--- src/rtl/controller_input_conditioner.sv ---
// rtl/controller_input_conditioner.sv - synchronise, debounce and latch events for game-controller pins
//
// Purpose:
//   Conditions the raw PMOD JD/JC controller pins before the MMIO read path.
//   Each button is synchronised through two flops, normalised to "1 = pressed",
//   debounced with its own counter, and exposed as a level vector. Sticky
//   press/release event bits record committed transitions until software
//   clears them through an MMIO write-to-clear strobe.
//
// Ports:
//   clk              in   system clock (25 MHz CPU/VGA clock)
//   reset            in   asynchronous, active-high reset
//   raw_btn          in   unsynchronised pin levels {JC[10:1], JD[10:1]}
//   clr_en           in   one-cycle write-to-clear strobe
//   clr_mask         in   event bits to clear when clr_en is high
//   btn_level        out  debounced state, 1 = pressed
//   press_pending    out  sticky unpressed->pressed events
//   release_pending  out  sticky pressed->unpressed events
//   any_press        out  OR of press_pending

module controller_input_conditioner #(
    parameter int NUM_BUTTONS     = 20,
    parameter int DEBOUNCE_CYCLES = 250000,
    parameter int CNT_WIDTH       = 18,
    parameter int ACTIVE_LOW      = 1
) (
    input  logic                   clk,
    input  logic                   reset,
    input  logic [NUM_BUTTONS-1:0] raw_btn,
    input  logic                   clr_en,
    input  logic [NUM_BUTTONS-1:0] clr_mask,
    output logic [NUM_BUTTONS-1:0] btn_level,
    output logic [NUM_BUTTONS-1:0] press_pending,
    output logic [NUM_BUTTONS-1:0] release_pending,
    output logic                   any_press
);

    // Pin level of a button that is not being pressed.
    localparam logic                 IDLE_LEVEL = (ACTIVE_LOW != 0);
    localparam logic [CNT_WIDTH-1:0] CNT_LAST   = CNT_WIDTH'(DEBOUNCE_CYCLES - 1);

    logic [NUM_BUTTONS-1:0] sync1_q;
    logic [NUM_BUTTONS-1:0] sync2_q;
    logic [NUM_BUTTONS-1:0] pressed;

    logic [NUM_BUTTONS-1:0] level_q;
    logic [NUM_BUTTONS-1:0] level_d;
    logic [CNT_WIDTH-1:0]   cnt_q [NUM_BUTTONS];
    logic [CNT_WIDTH-1:0]   cnt_d [NUM_BUTTONS];
    logic [NUM_BUTTONS-1:0] commit;

    logic [NUM_BUTTONS-1:0] clr_vec;
    logic [NUM_BUTTONS-1:0] press_q;
    logic [NUM_BUTTONS-1:0] press_d;
    logic [NUM_BUTTONS-1:0] release_q;
    logic [NUM_BUTTONS-1:0] release_d;

    // Two-flop synchroniser. Resetting to the idle pin level keeps the
    // debouncer from seeing a phantom press right after reset.
    always_ff @(posedge clk or posedge reset) begin
        if (reset) begin
            sync1_q <= {NUM_BUTTONS{IDLE_LEVEL}};
            sync2_q <= {NUM_BUTTONS{IDLE_LEVEL}};
        end else begin
            sync1_q <= raw_btn;
            sync2_q <= sync1_q;
        end
    end

    assign pressed = IDLE_LEVEL ? ~sync2_q : sync2_q;

    // Per-button debounce: the counter runs only while the synchronised level
    // differs from the committed one; any return to the committed level drops
    // the count, so only a level that persists DEBOUNCE_CYCLES cycles commits.
    always_comb begin
        level_d = level_q;
        commit  = '0;
        for (int i = 0; i < NUM_BUTTONS; i++) begin
            cnt_d[i] = '0;
            if (pressed[i] != level_q[i]) begin
                if (cnt_q[i] == CNT_LAST) begin
                    level_d[i] = pressed[i];
                    commit[i]  = 1'b1;
                end else begin
                    cnt_d[i] = cnt_q[i] + CNT_WIDTH'(1);
                end
            end
        end
    end

    // Event bits: the set term is OR-ed in after the clear so a commit that
    // coincides with a clear of the same bit is never lost.
    always_comb begin
        clr_vec   = clr_en ? clr_mask : '0;
        press_d   = (press_q & ~clr_vec) | (commit & pressed);
        release_d = (release_q & ~clr_vec) | (commit & ~pressed);
    end

    always_ff @(posedge clk or posedge reset) begin
        if (reset) begin
            level_q   <= '0;
            press_q   <= '0;
            release_q <= '0;
            for (int i = 0; i < NUM_BUTTONS; i++) begin
                cnt_q[i] <= '0;
            end
        end else begin
            level_q   <= level_d;
            press_q   <= press_d;
            release_q <= release_d;
            for (int i = 0; i < NUM_BUTTONS; i++) begin
                cnt_q[i] <= cnt_d[i];
            end
        end
    end

    assign btn_level       = level_q;
    assign press_pending   = press_q;
    assign release_pending = release_q;
    assign any_press       = |press_q;

endmodule

--- config.mk ---
export PLATFORM = sky130hd
export DESIGN_NAME = controller_input_conditioner
export DESIGN_NICKNAME = d
export VERILOG_FILES = /design/src/rtl/controller_input_conditioner.sv
export SDC_FILE = /design/constraint.sdc
export NUM_CORES = 1
export LEC_CHECK = 0
export CAP_MARGIN = 20
export CORE_MARGIN = 3
export CORE_UTILIZATION = 55
export DETAILED_ROUTE_END_ITERATION = 12
export GPL_ROUTABILITY_DRIVEN = 0
export PLACE_DENSITY = 0.83
export SLEW_MARGIN = 10
export SYNTH_ARGS = -nofsm -noshare
export SYNTH_HDL_FRONTEND = slang
export SYNTH_SLANG_ARGS = --single-unit
--- constraint.sdc ---
create_clock -name clk -period 14.65 [get_ports clk]
set_input_delay 2.93 -clock clk [delete_from_list [all_inputs] [get_ports clk]]
set_output_delay 2.93 -clock clk [all_outputs]
set_load 0.03 [all_outputs]
# == Word-level counts from Yosys, hierarchy flattened ==
# Cells that the tools add are included.
# op_classes
n_addsub,20
bitwise_logic,9
mux,81
n_reduce_logical,21
eq_ne,40
# op_table
operator,n
$mux 18,40
$add 18x1->18 const B,20
$eq 18x18->1 const B,20
$and 20x20->20,4
$not 20->20,3
$mux 1,40
$or 20x20->20,2
$reduce_and 2->1,20
$mux 20,1
$ne 1x1->1,20
$reduce_or 20->1,1
# word_totals
inputBits,43
ff_bits,460
elab_cells,215
output_inout_bits,61

# == Logic depth before layout (Yosys ltp) ==
# Gate-level depths: netlist of the first run.
# depth
word_depth,5
depth_mapped,7
mapped_depth_nobuf,5

# == Worst setup path after synthesis of the first run ==
# OpenSTA, ideal clock, no wires.
# synth_path
kind,reg-to-output
from,"reg press_q[3], in the netlist press_pending[3]"
to,out any_press
t_arrival_ns,1.162
t_required_ns,11.720
setup_slack_ns,10.558
n_path_buf,0
path_stages_with_launch,4
cell_sequence,dfrtp_1 nor4_1 and3_1 nand3_1
# synth_between
elab_chain_cells,1
# synth_rtl
element,line_no,rtl
from (decl),53,logic [NUM_BUTTONS-1:0] press_q;
from (signal assigned),109,press_q <= press_d;
$reduce_or 20->1,120,assign any_press = |press_q;
to (decl),35,output logic any_press
# Every way passes these cells.

# == Worst setup path after layout of the first run ==
# layout_path
from,"reg press_q[7], in the netlist press_pending[7]"
to,out any_press
# Same word-level chain as after synthesis.

==> results by group, run 1 <==
Cells and area
  • Share of cells above drive strength 1: 0.0800
  • Post-route design area: 24800 um2
  • Fill count: 2860
  • Area grow syn2layout: 15.6%
  • Nets: ~2300
  • # diodes: 0

Power
  • Reg power frac: 0.498
  • Leakage power: between 9 and 10 nW
  • PD cells: 106 nW/um2
  • P_int: 2.05 mW
  • Clock Power Share: 0.466
  • VDD IR max: 0.0798 mV
  • Net Sw Frac: 0.223
  • Switching power total: 0.589 mW
  • Gate power share: 0.036

Min path
  • HP Class: reg2reg
  • Hold_sp: sync1_q[11]$_DFF_PP1_

Yosys
  • Top-area cell type share of the netlist area: 0.489
  • Register bit count reported by yosys: 460
  • Ys flop type: dfrtp_1
  • Mapped Nets: 2165
  • Yosys top cell by area: dfrtp_1
  • Post-Syn Instances: roughly 2100
  • Async set-or-reset flop fraction in the synthesized netlist: 1.00
  • Synth warn: 0
  • Top post-synthesis cells by count: dfrtp_1 (420), nor2_1 (369), xnor2_1 (187)
  • Area contributors post-synth: dfrtp_1 (49%), xnor2_1 (7.6%), nor2_1 (6.4%), dfstp_2 (4.9%), xor2_1 (3.7%)
  • Mean Syn Cell Area: just over 10 um2
  • Post-synthesis sequential area ratio: 0.538
  • Mapped cell area: 21500 um2
  • Synth cell types: 43
  • Count leader, synth: dfrtp_1
  • Post-synth EDFFs: 0

Floorplanning
  • Die Wd: 204 um
  • Initial Util: 0.564
  • IO Pins: 104
  • Floorplan Core Area: roughly 38000 um2
  • Die Ht: a little over 200 um
  • FP Rows: 71
  • Total die area: 41500 um2

Clock network
  • Root Buffer: clkbuf_16
  • TritonCTS clock tree: built
  • Clock Path Buffers: 3
  • Postcts setup bufs: 0
  • Clock transition at the registers of the reported paths: 0.06 ns
  • H-Tree Depth: 2
  • Worst skew pair latency: roughly 0.6 ns
  • # resized after CTS: 0
  • CTS Hold Buffers Added: 0
  • Clock sink count: between 400 and 500
  • Total CTS buffers: 47

Job
  • Max Cap Viol: 0

Route
  • Antenna Violating Nets Remaining: 0
  • Vias per cell: 5.82
  • Routed wire length per instance: 16.1 um
  • DRT Wirelength: 45.1 mm
  • DR pass1 iterations: 5
  • Starting DRT DRC Count: 1035
  • Vias: around 16000
  • Post-route DRC: 0

Timing
  • Setup TNS: 0 ns
  • Fin. max-slew vios: 0
  • Measured slew at the worst slew-check pin: 0.981 ns
  • F_max: 173 MHz
  • Final Hold Fails: 0
  • Final clock period utilization by the worst path: 0.394
  • Clock skew: 0.0350 ns
  • Fin crit period: 5.77 ns
  • Unrepaired setup endpoints after global routing: false
  • Final setup vio count: 0
  • Slew margin rel.: 0.346

Place
  • Placed cell areas: about 23000 um2
  • DPL Wire Length: around 30 mm
  • Port bufs: just over 100

Global routing
  • Global-route wire length before repair: 77.1 mm
  • Initial antenna violation count: 1
  • Largest net degree at the start of global routing: 83
  • Gr ovfl total: 0
  • Number of global-route vias before repair: 16200
  • GR Util All Layers: 0.220

Critical path
  • Critical Path RT: 11.72 ns
  • Worst-path cell chain: nor4_1 -> and3_1 -> nand3_1 -> clkdlybuf4s50_1
  • WP data arrival: 2.84 ns
  • Critical Path Max Stage Delay: around 0.80 ns
  • Critical register-to-register path startpoint: cnt_q[352]$_DFF_PP0_
  • CP max-delay cell: nor4_1
  • CP max FO: 3
  • Worst Setup Start Kind: register
  • CP startpoint: press_pending[7]$_DFF_PP0_
  • R2R setup slack: 12.36 ns
  • Crit end category: primary output
  • Kind of critical path: reg2out

Run status
  • Status: completed
==> critical path: cells and delay by family, from the launching register on <==
family / cells / cell delay [ns]
and+or+nand+nor: 3 / 1.15
buffers and inverters: 1 / 0.70
DFF: 1 / 0.41
==> power groups by stage <==
stage / sequential [mW] / clock [mW] / combinational, mW
4_1_cts: 1.31 / 1.26 / 0.0957
3_3_place_gp: 1.33 / 0 / 0.0908
5_1_grt: 1.32 / 1.31 / 0.109
3_5_place_dp: 1.34 / 0 / 0.0948
6_report: 1.31 / 1.23 / 0.0949
2_1_floorplan: 1.33 / 0 / 0.0620
==> layer usage <==
metal / track usage / vias to the layer above / part of all wire
met2: 0.368 / 374 / 0.49
met1: 0.295 / 8051 / 0.44
met4: 0.0799 / 0 / 0.029
met3: 0.0318 / 95 / 0.046
li1: - / 7775 / -
met5: 0 / - / 0
==> final timing paths <==
path / end / depth (start not counted)
max in group asynchronous: cnt_q[60]$_DFF_PP0_ / 5
setup reg to reg: cnt_q[358]$_DFF_PP0_ / 5
hold / removal: sync2_q[11]$_DFF_PP1_ / 0
min in group asynchronous: press_pending[9]$_DFF_PP0_ / 3
hold reg to reg: sync2_q[11]$_DFF_PP1_ / 0
setup / recovery: any_press / 4
==> through the flow <==
step / setup WS [ns] / total power [mW] / hold WS [ns] / std cells / util
floorplan: 5.53 / 1.39 / 0.345 / 2102 / -
global placement: 8.47 / 1.42 / 0.346 / 2707 / 0.608
detailed placement: 8.41 / 1.43 / 0.347 / 2707 / 0.608
CTS: 8.91 / 2.67 / 0.351 / 2795 / 0.650
global route: 8.71 / 2.74 / 0.357 / 2798 / 0.651
finish: 8.88 / 2.64 / 0.350 / 2798 / 0.651
==> cells in the final DEF, fill, tap and decap left out, types with 5 or more instances in the layout <==
cell type | synthesis | routed
and4_1 | 31 | 31
ha_1 | 20 | 20
dfrtp_1 | 420 | 420
o21ai_0 | 27 | 27
a21oi_1 | 59 | 59
o41ai_1 | 12 | 12
clkbuf_8 | 0 | 10
nand4_1 | 94 | 94
nor4b_1 | 8 | 8
buf_4 | 0 | 24
nor3_1 | 50 | 50
o41ai_2 | 14 | 14
or4_1 | 31 | 31
a22o_1 | 20 | 20
clkinv_2 | 0 | 8
clkbuf_16 | 0 | 47
inv_1 | 63 | 62
clkdlybuf4s50_1 | 0 | 103
clkbuf_1 | 20 | 10
or2_2 | 8 | 8
and3_1 | 20 | 20
xnor2_1 | 187 | 187
nand2_1 | 151 | 151
nor2b_1 | 9 | 9
mux2i_1 | 16 | 16
xor2_1 | 91 | 91
o31ai_1 | 34 | 34
nand3b_1 | 5 | 5
or4b_1 | 11 | 11
or3b_2 | 11 | 11
clkinvlp_4 | 0 | 5
a32o_1 | 14 | 14
dfstp_2 | 40 | 40
nor4_1 | 79 | 79
nor2_1 | 369 | 369
nand3_1 | 127 | 127
or3_1 | 31 | 31
==> flip-flops by register name, summed over array words and instances (netlist names) <==
name             cells
btn_level           20
cnt_q              360
press_pending       20
release_pending     20
sync1_q             20
sync2_q             20
==> final cells by class <==
cell class | instances | area [um2] | share of cell area
Inverter | 63 | 240 | 0.00968
Clock buffer | 67 | 1350 | 0.0544
Clock inverter | 21 | 260 | 0.0105
Tap cell | 511 | 639 | 0.0258
Multi-Input combinational cell | 1548 | 9540 | 0.384
Timing Repair Buffer | 128 | 1240 | 0.0499
Sequential cell | 460 | 11600 | 0.466
==> cell families (layout without fill, tap and decap cells) <==
group                      after synthesis  after routing  share of synthesized area
DFF                                    460            460                      0.538
buffers and inverters                   94            279                     0.0180
xor gates and xnor gates               278            278                      0.113
muxes                                   16             16                    0.00745
and+or+nand+nor                       1048           1048                      0.246
AOI/OAI and AO/OA                      186            186                     0.0660
adders and majority gates               20             20                     0.0116
No activity file was read; power rests on OpenSTA's default activity.
==> run 2, diff against run 1 <==
clock period = 5.3 ns   (was 14.65 ns; I/O delays follow)
==> results by group, run 2 (synthesized netlist as in run 1, its figures left out) <==
Job
  • Max Cap Viol: 0 (unchanged)

Global routing
  • GR Util All Layers: 0.218 (was 0.220)
  • Routing usage on met1: 0.295 (about the same)
  • Most used routing layer: met2 (unchanged)
  • Number of global-route vias before repair: 16100 (was 16200)
  • Largest net degree at the start of global routing: 136 (was 83)
  • M2 GR Usage: 0.359 (was 0.368)
  • Initial antenna violation count: 0 (was 1)
  • Gr ovfl total: 0 (unchanged)
  • Grt met3 use: 0.0389 (was 0.0318)
  • Global-route wire length before repair: 76.5 mm (was 77.1 mm)

Critical path
  • CP max FO: 3 (unchanged)
  • Worst Setup Start Kind: register (unchanged)
  • Kind of critical path: reg2out (unchanged)
  • R2R setup slack: 2.98 ns (was 12.36 ns)
  • Reg-to-reg endpoint: cnt_q[160]$_DFF_PP0_ (was cnt_q[358]$_DFF_PP0_)
  • Critical register-to-register path startpoint: cnt_q[144]$_DFF_PP0_ (was cnt_q[352]$_DFF_PP0_)
  • Critical Path Max Stage Delay: 0.71 ns (was 0.80 ns)
  • Crit end category: primary output (unchanged)
  • WP data arrival: 2.66 ns (was 2.84 ns)
  • CP max-delay cell: clkdlybuf4s50_1 (was nor4_1)
  • R2R cell count: 5 (unchanged)
  • Critical Path RT: 4.24 ns (was 11.72 ns)
  • Worst-path cell chain: nor4_1 -> nand3_1 -> clkdlybuf4s50_1 (was nor4_1 -> and3_1 -> nand3_1 -> clkdlybuf4s50_1)

Power
  • VDD IR max: 0.237 mV (was 0.0798 mV)
  • PD cells: 294 nW/um2 (was 106 nW/um2)
  • Tot Pwr: 7.29 mW (was 2.64 mW)
  • Leakage power: 9.82 nW (was 9.81 nW)

Timing
  • Final setup vio count: 0 (unchanged)
  • F_max: 269 MHz
  • Final clock period utilization by the worst path: 0.703
  • Fin. max-slew vios: 0 (unchanged)
  • Fin crit period: 3.72 ns
  • Unrepaired setup endpoints after global routing: false (unchanged)
  • Final Hold Fails: 0 (unchanged)
  • Setup TNS: 0 ns (unchanged)
  • Slew margin rel.: 0.333 (was 0.346)
  • Clock skew: 0.0150 ns (was 0.0350 ns)
  • Measured slew at the worst slew-check pin: 0.998 ns (was 0.981 ns)

Clock network
  • CTS Hold Buffers Added: 0 (unchanged)
  • H-Tree Depth: 2 (unchanged)
  • Clock Path Buffers: 3 (unchanged)
  • TritonCTS clock tree: built (unchanged)
  • Clock transition at the registers of the reported paths: 0.06 ns (about the same)
  • # resized after CTS: 0 (unchanged)
  • Postcts setup bufs: 0 (unchanged)
  • Total CTS buffers: 48 (was 47)
  • Clock sink count: 460 (unchanged)
  • Worst skew pair latency: 0.57 ns (was 0.60 ns)
  • Root Buffer: clkbuf_16 (unchanged)

Route
  • Vias: 16100 (was 16300)
  • Post-route DRC: 0 (unchanged)
  • Vias per cell: 5.75 (was 5.82)
  • Antenna Violating Nets Remaining: 0 (unchanged)
  • DRT Wirelength: 45.0 mm (was 45.1 mm)
  • DR pass1 iterations: 5 (unchanged)
  • Starting DRT DRC Count: 1077 (was 1035)
  • Routed wire length per instance: 16.1 um (about the same)

Cells and area
  • Largest Register: cnt_q (unchanged)
  • Share of cells above drive strength 1: 0.0774 (was 0.0800)
  • Area of the multi-input gates: 9540 um2 (unchanged)
  • Post-route insts no fill: 2799 (was 2798)
  • Nets: 2311 (unchanged)
  • Max reg flops: 360 (unchanged)
  • Area grow syn2layout: 15.6% (about the same)
  • Fill count: 2796 (was 2860)
  • Fin util: 0.652 (was 0.651)
  • Most common cell after layout, fill and taps aside: dfrtp_1 (unchanged)
  • # diodes: 0 (unchanged)
  • FF/Latch Area: 11600 um2 (unchanged)
  • Post-route design area: 24800 um2 (about the same)
  • Most frequent cells in the layout: dfrtp_1 (420), nor2_1 (369), xnor2_1 (187) (unchanged)

Min path
  • WHS Path Cells: 0 (unchanged)
  • HP Class: reg2reg (unchanged)
  • Hold_sp: sync1_q[0]$_DFF_PP1_ (was sync1_q[11]$_DFF_PP1_)
  • Hold endpoint: sync2_q[0]$_DFF_PP1_ (was sync2_q[11]$_DFF_PP1_)

Floorplanning
  • Die Wd: 204 um (unchanged)
  • Total die area: 41500 um2 (unchanged)
  • FP Rows: 71 (unchanged)
  • Floorplan Core Area: 38100 um2 (unchanged)
  • Initial Util: 0.564 (unchanged)
  • IO Pins: 104 (unchanged)
  • Die Ht: 204 um (unchanged)

Place
  • Dpl cells: 2707 (unchanged)
  • Port bufs: 103 (unchanged)
  • Placed cell areas: 23200 um2 (about the same)
  • DPL Wire Length: 30.3 mm (was 29.9 mm)

Run status
  • Status: completed (unchanged)
## run 2: changes by cell type in the layout (fill, tap and decap cells not counted), moves of 2 or more
cell / previous run / this run
buf_4: 24 / 21
clkinv_2: 8 / 6
buf_12: 0 / 3
clkbuf_8: 10 / 8
inv_6: 0 / 5
clkbuf_16: 47 / 49
clkbuf_1: 10 / 17
clkinvlp_4: 5 / 1
clkinv_8: 2 / 0
## run 2: area by class of cell
type | instances | share of cell area
inverter | 63 | 0.00967
clock inverter | 16 | 0.00816
multi-input combinational | 1548 | 0.384
clock buffer | 74 | 0.0564
tap | 511 | 0.0257
timing repair buffer | 127 | 0.0503
sequential | 460 | 0.466
## run 2: critical path: cells and delay by family (launching register included)
family                 cells  cell delay [ns]
buffers and inverters      1             0.71
and+or+nand+nor            2             0.93
DFF                        1             0.46
## run 2: worst max-delay path by stage
stage,from,to,cells past startpoint
floorplan,reset,btn_level[0]$_DFFE_PP0N_,1
global placement,press_pending[7]$_DFF_PP0_,any_press,4
detailed placement,press_pending[7]$_DFF_PP0_,any_press,4
CTS,press_pending[6]$_DFF_PP0_,any_press,4
global route,press_pending[6]$_DFF_PP0_,any_press,4
finish,press_pending[14]$_DFF_PP0_,any_press,3
## run 2: routing by layer
metal,up-vias,part of all wire
met5,-,0
met4,0,0.026
met3,74,0.047
met2,316,0.48
met1,7913,0.44
li1,7786,-
## run 2: power breakdown
| part | leakage (nW) | switching [mW] | total (mW) | internal, mW |
|---|---|---|---|---|
| Clock | 0.788 | 1.37 | 3.40 | 2.02 |
| Combinational | 2.79 | 0.168 | 0.261 | 0.0926 |
| Sequential | 6.24 | 0.0507 | 3.63 | 3.58 |
## run 2: per-stage QoR
stage               hold WS [ns]  setup WS [ns]
finish                     0.350           1.58
CTS                        0.346           1.47
detailed placement         0.347           2.17
global placement           0.345           2.18
floorplan                  0.345          -1.95
global route               0.353           1.46
==> run 3, diff against run 2 <==
clock period = 3.1 ns   (was 5.3 ns; I/O delays follow)
==> results by group, run 3 (synthesized netlist as in run 1, its figures left out) <==
Power
  • Reg power frac: 0.505 (was 0.498)
  • VDD IR max: 0.451 mV (was 0.237 mV)
  • Leakage power: 9.91 nW (was 9.82 nW)
  • Net Sw Frac: 0.222 (was 0.219)
  • Switching power total: 2.73 mW (was 1.59 mW)
  • Tot Pwr: 12.3 mW (was 7.29 mW)
  • Clock Power Share: 0.457 (was 0.466)
  • P_int: 9.56 mW (was 5.70 mW)
  • PD cells: 492 nW/um2 (was 294 nW/um2)
  • Gate power share: 0.039 (was 0.036)

Floorplanning
  • Initial Util: 0.564 (unchanged)
  • IO Pins: 104 (unchanged)
  • Die Wd: 204 um (unchanged)
  • Total die area: 41500 um2 (unchanged)
  • Die Ht: 204 um (unchanged)
  • FP Rows: 71 (unchanged)
  • Floorplan Core Area: 38100 um2 (unchanged)

Place
  • Pre-CTS setup slack: 0.520 ns (was 2.17 ns)
  • Port bufs: 103 (unchanged)
  • DPL Wire Length: 31.2 mm (was 30.3 mm)
  • Dpl cells: 2725 (was 2707)
  • Placed cell areas: 23400 um2 (was 23200 um2)

Route
  • Routed wire length per instance: 16.1 um (about the same)
  • Vias: 16300 (was 16100)
  • DR pass1 iterations: 5 (unchanged)
  • Starting DRT DRC Count: 1055 (was 1077)
  • DRT Wirelength: 45.4 mm (was 45.0 mm)
  • Antenna Violating Nets Remaining: 0 (unchanged)
  • Vias per cell: 5.80 (was 5.75)
  • Post-route DRC: 0 (unchanged)

Job
  • Max Cap Viol: 0 (unchanged)

Cells and area
  • Nets: 2327 (was 2311)
  • Area grow syn2layout: 16.2% (was 15.6%)
  • Max reg flops: 360 (unchanged)
  • Fin util: 0.655 (was 0.652)
  • Post-route design area: 25000 um2 (was 24800 um2)
  • Share of cells above drive strength 1: 0.0838 (was 0.0774)
  • Largest Register: cnt_q (unchanged)
  • Most frequent cells in the layout: dfrtp_1 (420), nor2_1 (369), xnor2_1 (187) (unchanged)
  • # diodes: 0 (unchanged)
  • Post-route insts no fill: 2814 (was 2799)
  • Most common cell after layout, fill and taps aside: dfrtp_1 (unchanged)

Clock network
  • Worst skew pair latency: 0.59 ns (was 0.57 ns)
  • Clock Path Buffers: 3 (unchanged)
  • Total CTS buffers: 48 (unchanged)
  • Root Buffer: clkbuf_16 (unchanged)
  • TritonCTS clock tree: built (unchanged)
  • H-Tree Depth: 2 (unchanged)
  • Clock sink count: 460 (unchanged)
  • Clock transition at the registers of the reported paths: 0.06 ns (about the same)

Critical path
  • R2R setup slack: 0.86 ns (was 2.98 ns)
  • CP max FO: 3 (unchanged)
  • WP data arrival: 2.06 ns (was 2.66 ns)
  • Crit end category: primary output (unchanged)
  • Worst Setup Start Kind: register (unchanged)
  • Kind of critical path: reg2out (unchanged)
  • Critical Path RT: 2.48 ns (was 4.24 ns)

Timing
  • Fin. max-slew vios: 0 (unchanged)
  • Final worst slack: 0.420 ns (was 1.58 ns)
  • Worst hold slack: 0.340 ns (was 0.350 ns)
  • Final Hold Fails: 0 (unchanged)
  • Final clock period utilization by the worst path: 0.864
  • Setup TNS: 0 ns (unchanged)
  • Fin crit period: 2.68 ns
  • F_max: 373 MHz
  • Final setup vio count: 0 (unchanged)
  • Unrepaired setup endpoints after global routing: false (unchanged)
  • Slew margin rel.: 0.345 (was 0.333)
  • Clock skew: 0.0236 ns (was 0.0150 ns)
  • Measured slew at the worst slew-check pin: 0.979 ns (was 0.998 ns)

Global routing
  • Initial antenna violation count: 0 (unchanged)
  • Gr ovfl total: 0 (unchanged)
  • Number of global-route vias before repair: 16200 (was 16100)
  • Largest net degree at the start of global routing: 107 (was 136)
  • GR Util All Layers: 0.221 (was 0.218)
  • Global-route wire length before repair: 77.3 mm (was 76.5 mm)

Min path
  • HP Class: reg2reg (unchanged)

Run status
  • Status: completed (unchanged)
run 3: timing repair:
| item | CTS | global route |
|---|---|---|
| pin swaps | 0 | 0 |
| hold buffers | 0 | 0 |
| hold endpoints to repair | 0 | 0 |
| setup endpoints to repair | 1 | 1 |
| buffers inserted | 0 | 0 |
| gates resized for setup | 1 | 1 |
run 3: per-layer routing:
layer	GRT usage	vias to the layer above	wire length, um	part of all wire
met2	0.371	353	22100	0.49
met4	0.0600	0	1020	0.022
met5	0	-	0	0
li1	-	7815	-	-
met3	0.0407	75	2170	0.048
met1	0.296	8083	20200	0.44
run 3: cell type report:
class	count	area, um2
Fill cell	2849	13100
Multi-Input combinational cell	1548	9540
Tap cell	511	639
Sequential cell	460	11600
Timing Repair Buffer	143	1420
Clock buffer	78	1440
Inverter	63	240
Clock inverter	11	114
run 3: path summary, 6_finish.rpt:
kind                                       startpoint  cells after the start                   end
setup / recovery           press_pending[3]$_DFF_PP0_                      4             any_press
min in group asynchronous                       reset                      2  cnt_q[184]$_DFF_PP0_
max in group asynchronous                       reset                      4  sync1_q[5]$_DFF_PP1_
hold / removal                   sync1_q[9]$_DFF_PP1_                      0  sync2_q[9]$_DFF_PP1_
hold reg to reg                  sync1_q[9]$_DFF_PP1_                      0  sync2_q[9]$_DFF_PP1_
setup reg to reg                  cnt_q[42]$_DFF_PP0_                      4   cnt_q[39]$_DFF_PP0_
run 3: worst max-delay path, cell delays in order, from the launching register on:
cell and delay [ns]:
dfrtp_1 0.41, nor4_2 0.46, and3_1 0.23, nand3_1 0.07, dlymetal6s2s_1 0.30
run 3: power groups by stage:
| stage | clock network [mW] | logic, mW | registers, mW |
|---|---|---|---|
| floorplan | 0 | 0.293 | 6.29 |
| global placement | 0 | 0.462 | 6.30 |
| detailed placement | 0 | 0.481 | 6.31 |
| CTS | 5.75 | 0.489 | 6.20 |
| global route | 6.00 | 0.538 | 6.22 |
| finish | 5.61 | 0.475 | 6.20 |
